[config.mk]
export PLATFORM = sky130hd
export DESIGN_NAME = gpr_file
export DESIGN_NICKNAME = d
export VERILOG_FILES = /design/src/rtl/gpr_file.sv
export SDC_FILE = /design/constraint.sdc
export NUM_CORES = 2
export LEC_CHECK = 0
export CAP_MARGIN = 15
export CORE_AREA = 2 2 478 243
export CTS_BUF_LIST = sky130_fd_sc_hd__clkbuf_16
export CTS_CLUSTER_DIAMETER = 150
export DETAILED_ROUTE_END_ITERATION = 12
export DIE_AREA = 0 0 480 245
export GPL_TIMING_DRIVEN = 0
export PLACE_DENSITY_LB_ADDON = 0.15
export SLEW_MARGIN = 30
export SYNTH_ARGS = -nofsm -noshare
export SYNTH_HDL_FRONTEND = slang
export SYNTH_SLANG_ARGS = --single-unit
[constraint.sdc]
create_clock -name clk -period 2.3 [get_ports clk]
set_input_delay 0.345 -clock clk [delete_from_list [all_inputs] [get_ports clk]]
set_output_delay 0.345 -clock clk [all_outputs]
set_load 0.01 [all_outputs]
[src/rtl/gpr_file.sv]
// Two-read, one-write register file: one-hot write decoder, per-entry enabled registers, combinational reads.
// Define ZERO_REG_EN to hard-wire entry 0 to zero (RV32I x0 semantics).
module gpr_file #(
  parameter int REG_WIDTH  = 32,
  parameter int ADDR_WIDTH = 5
) (
  input  logic                  clk,
  input  logic                  rst,
  input  logic [ADDR_WIDTH-1:0] rdAddr0,
  input  logic [ADDR_WIDTH-1:0] rdAddr1,
  input  logic [ADDR_WIDTH-1:0] wrAddr,
  input  logic [REG_WIDTH-1:0]  wrData,
  input  logic                  wrEna,
  output logic [REG_WIDTH-1:0]  rdData0,
  output logic [REG_WIDTH-1:0]  rdData1
);

  localparam int NUM_ENTRIES = 1 << ADDR_WIDTH;

  logic [NUM_ENTRIES-1:0] wrDec;
  logic [REG_WIDTH-1:0]   regs_q [NUM_ENTRIES];
  logic [REG_WIDTH-1:0]   regs_d [NUM_ENTRIES];

  always_comb begin
    wrDec = '0;
    if (wrEna) begin
      wrDec[wrAddr] = 1'b1;
    end
`ifdef ZERO_REG_EN
    // Writes to x0 are dropped at the decoder so entry 0 never leaves its reset value.
    wrDec[0] = 1'b0;
`endif
  end

  always_comb begin
    regs_d = regs_q;
    for (int i = 0; i < NUM_ENTRIES; i++) begin
      if (wrDec[i]) begin
        regs_d[i] = wrData;
      end
    end
  end

  always_ff @(posedge clk or negedge rst) begin
    if (!rst) begin
      for (int i = 0; i < NUM_ENTRIES; i++) begin
        regs_q[i] <= '0;
      end
    end else begin
      regs_q <= regs_d;
    end
  end

  // No write-to-read bypass: reads see the stored value until the clock edge commits a write.
  always_comb begin
    rdData0 = regs_q[rdAddr0];
    rdData1 = regs_q[rdAddr1];
`ifdef ZERO_REG_EN
    if (rdAddr0 == '0) begin
      rdData0 = '0;
    end
    if (rdAddr1 == '0) begin
      rdData1 = '0;
    end
`endif
  end

endmodule

Word-level counts from Yosys, hierarchy flattened. Cells that the tools add are included.

Flip-flop bits (word level): 1024.

Mux-type cells: 9. Bitwise operators: 2. Reductions and logical operators: 1. $lt $le $gt $ge: 4.

Operators by type and width (count): binary-select mux 32 bit (select 5 bit) (2); two-way mux 32 bit (5); >= comparator 6 bit, second input constant (2); NOT 5 -> 6 bit (2); less-than comparator 5 x 6 -> 1 bit, second input constant (1); demux 1 bit (select 5 bit) (1); >= comparator 5 x 1 -> 1 bit, second input constant (1); logical AND 1 bit (1); two-way mux 1 bit (1).

Logic depth before layout (Yosys ltp).
Word-level depth: 5. Depth in mapped cells: 8.

Worst setup path before layout. OpenSTA, ideal clock, no wires.

Path type: input-to-output. Start point: input port rdAddr1[1]. End point: output port rdData1[12]. Slack: 0.364 ns. Arrival time: 1.591 ns. Cell stages on the path: 8. Cells stage by stage: buf_2 buf_4 buf_2 buf_2 mux2i_1 nand2_1 a31oi_1 nand3_1.

Cells in the longest elaborated chain, start to end: 4.

RTL lines: start, declared (RTL line 10) `input logic [ADDR_WIDTH-1:0] rdAddr1,`; NOT 5 -> 6 bit (implied by the code) (RTL line 57) `rdData1 = regs_q[rdAddr1];`; binary-select mux 32 bit (select 5 bit) (RTL line 57); two-way mux 32 bit (implied by the code) (2 in a row) (RTL line 57); end, declared (RTL line 15) `output logic [REG_WIDTH-1:0] rdData1`.

No other way between the ends. The select of a mux whose other input is x is not followed.

Worst setup path after layout.
Start point: input port rdAddr1[1]. End point: output port rdData1[11].

Same word-level chain as after synthesis.

==> summary.txt <==
Final net count = 4888
DR iter-0 viols = 4807
Worst R2R Setup Slack = 1390 ps
Share of synthesized registers carrying an async set or reset = 100.0%
H-tree depth = 3
Synth top area cells = dfrtp_1 (46%), mux2_2 (20%), mux2i_1 (18%)
CTS Root Cell = clkbuf_16
Area share of the largest cell type after synthesis = 45.55%
Rel. slew slack = 48.46%
Reg2reg path depth = 2
Post-synth top flop = dfrtp_1
Reg clk slew, reported paths = 70 ps
P_sw = 16490 uW
Total global-route track usage = 35.86%
Die Height = 245 um
Total Die Area = 0.1176 mm2
Worst-path fanout max = 10
Met2 Use GR = 46.08%
Vias per inst = 6.530
Area of the core = 0.1138 mm2
Worst Skew = 0 ps
Worst path required time = 1960 ps
Crit path time final = 2565 ps
Largest registers = regs_q x1024
Share of layout cells above drive strength 1 = 36.69%
Post-synthesis instance total = 4605
DR vias = 42070
# rows = 88
P_leak = 0.03095 uW
CTS tree = built
Buffers on Ports = 111
R2r endpoint = regs_q[918]
Peak Freq = 389.8 MHz
Synth warn = 0
Biggest register = regs_q
Outcome = finished, violations left
Final hold vios = 239
Ports = 114
Post-route ant nets = 0
Post-synth top area cell = dfrtp_1
Max Buffers Root-to-Sink = 3
Failing checks = hold timing, setup timing
CP Class = input pin to output pin
Area after DPL = 0.05958 mm2
Pint = 36020 uW
Netlist cell types = 28
Startpoint Class = input pin
Largest net degree at the start of global routing = 131
GP Congestion = 1.038
Area grow syn2layout = 17.48%
Initial antenna violation count = 0
Reg2reg start = regs_q[918]
TritonCTS buffer count = 96
GRT met3 Usage = 13.95%
Max Cap Violations = 0
Hold WC Path Type = input pin to asynchronous set/reset pin
Worst VDD drop = 0.5624 mV
Vias in the first global route = 41510
Reg power frac = 46.3%
# clock sinks = 1024
Worst setup margin = -265.5 ps
Routed wire per std cell = 33.10 um
M1 GR Usage = 54.02%
Global-route wire length before repair = 300100 um
Die X = 480 um
Clock Latency Late Sink = 730 ps
Synth Cell Area = 0.05625 mm2
Fin. max-slew vios = 0
EDFF count, synth = 0
Most frequent cells after synthesis = dfrtp_1 (1024), mux2i_1 (1024), mux2_2 (987)
Synthesized flop and latch total = 1024
PwrDens = 794.5 mW/mm2
Register area share after synthesis = 45.55%
HPWL Detailed = 165700 um
Post-route cell area = 0.06608 mm2
Worst path arrival time = 2220 ps
Largest register FFs = 1024
Setup WS pre-CTS = -1904 ps
Comb pwr share = 23.5%
Final Power = 52500 uW
Hold Slack = -148.9 ps
DRT Wirelength = 213200 um
Clk pwr share = 30.2%
Syn Area/Cell = 12.22 um2
Critical path capture point type = output pin
RSZ-0062 raised after global routing = yes
# DRC = 0
Sum Neg Setup Slack = -8418 ps
Crit share post-route = 111.5%
Sw frac = 31.40%
Final setup viols = 64
Global route overflow = 0
Gr busiest metal = met1
Initial Utilization = 49.41%
Worst-margin pin slew = 773.1 ps
Synthesized net count = 4655
Initial DRT Pass Iterations = 6
-- kinds of logic after synthesis --
logic type	after synthesis	share of synthesized area (%)
mux	2048	38.72
flops	1024	45.55
compound gates	576	6.976
simple gates	513	4.378
buf+inv	444	4.371
-- stage by stage --
stage / hold slack (ps) / cells / util, %
floorplan: 49.41 / 4605 / -
global placement: 490.6 / 6246 / 52.07
detailed placement: 214.3 / 6256 / 52.33
CTS: -118.4 / 6434 / 57.66
global route: -91.65 / 6439 / 58.04
finish: -148.9 / 6442 / 58.04
-- power by group through the flow --
| stage | Sequential, uW | Clock, uW | Combinational [uW] |
|---|---|---|---|
| after floorplan | 23700 | 0 | 7770 |
| after global placement | 24400 | 0 | 10600 |
| after detailed placement | 24500 | 0 | 11100 |
| after CTS | 24200 | 16000 | 12000 |
| after global routing | 24700 | 16700 | 13100 |
| final | 24300 | 15900 | 12300 |
-- routing by layer --
layer / vias up / wire [um]
met5: - / 339
met4: 6 / 7485
met3: 333 / 28290
met2: 2219 / 80340
met1: 21980 / 96790
li1: 17530 / -
-- cell type report --
| class | count | area [um2] |
|---|---|---|
| well taps | 1530 | 1914 |
| clock buffers | 101 | 2527 |
| flip-flops and latches | 1024 | 25620 |
| clock inverters | 68 | 411.6 |
| fillers | 9349 | 47770 |
| diodes | 3 | 7.507 |
| plain buffers | 442 | 4284 |
| repair buffers | 137 | 1570 |
| multi-input cells | 3137 | 29740 |
-- worst max path at each step --
stage,start,end
after floorplan,rdAddr1[1],rdData1[12]
after global placement,rst,regs_q[796]
after detailed placement,rdAddr1[2],rdData1[2]
after CTS,regs_q[771],rdData0[3]
after global routing,regs_q[939],rdData1[11]
final,rdAddr1[1],rdData1[11]
-- cells in the final DEF (no fill, tap or decap), types with 23 or more instances in the layout --
| master | synthesis | routed |
|---|---|---|
| clkbuf_16 | 0 | 112 |
| buf_6 | 57 | 170 |
| nand2_1 | 211 | 209 |
| dfrtp_1 | 1024 | 1024 |
| nor3_4 | 0 | 63 |
| a21oi_1 | 192 | 192 |
| mux2_1 | 37 | 37 |
| buf_12 | 0 | 28 |
| a31oi_2 | 0 | 25 |
| nand3_1 | 194 | 121 |
| buf_2 | 108 | 61 |
| clkinv_2 | 0 | 24 |
| nand3_2 | 0 | 72 |
| a31oi_1 | 64 | 33 |
| mux2i_1 | 1024 | 1016 |
| a22o_1 | 128 | 125 |
| clkbuf_4 | 0 | 26 |
| buf_4 | 61 | 41 |
| inv_1 | 0 | 23 |
| clkdlybuf4s50_1 | 0 | 38 |
| clkbuf_1 | 193 | 96 |
| clkbuf_8 | 0 | 46 |
| a22oi_1 | 192 | 170 |
| mux2_2 | 987 | 987 |
| buf_8 | 0 | 31 |
-- worst max-delay path: stages --
cell,delay (ps)
clkbuf_4,200
buf_12,180
buf_8,220
buf_12,200
mux2i_2,280
a22oi_1,130
nand3_1,210
nand3_2,220
buf_6,190
-- repair_timing --
action                                  in CTS  in global routing
pin swaps                                  182                134
hold endpoints to repair                   378                101
setup buffers                                5                  2
hold buffers                                 5                  3
endpoints found under the setup margin      64                 64
resized for setup                         1084                 92
cloned                                       1                  0
(Power assumes the default switching activity.)
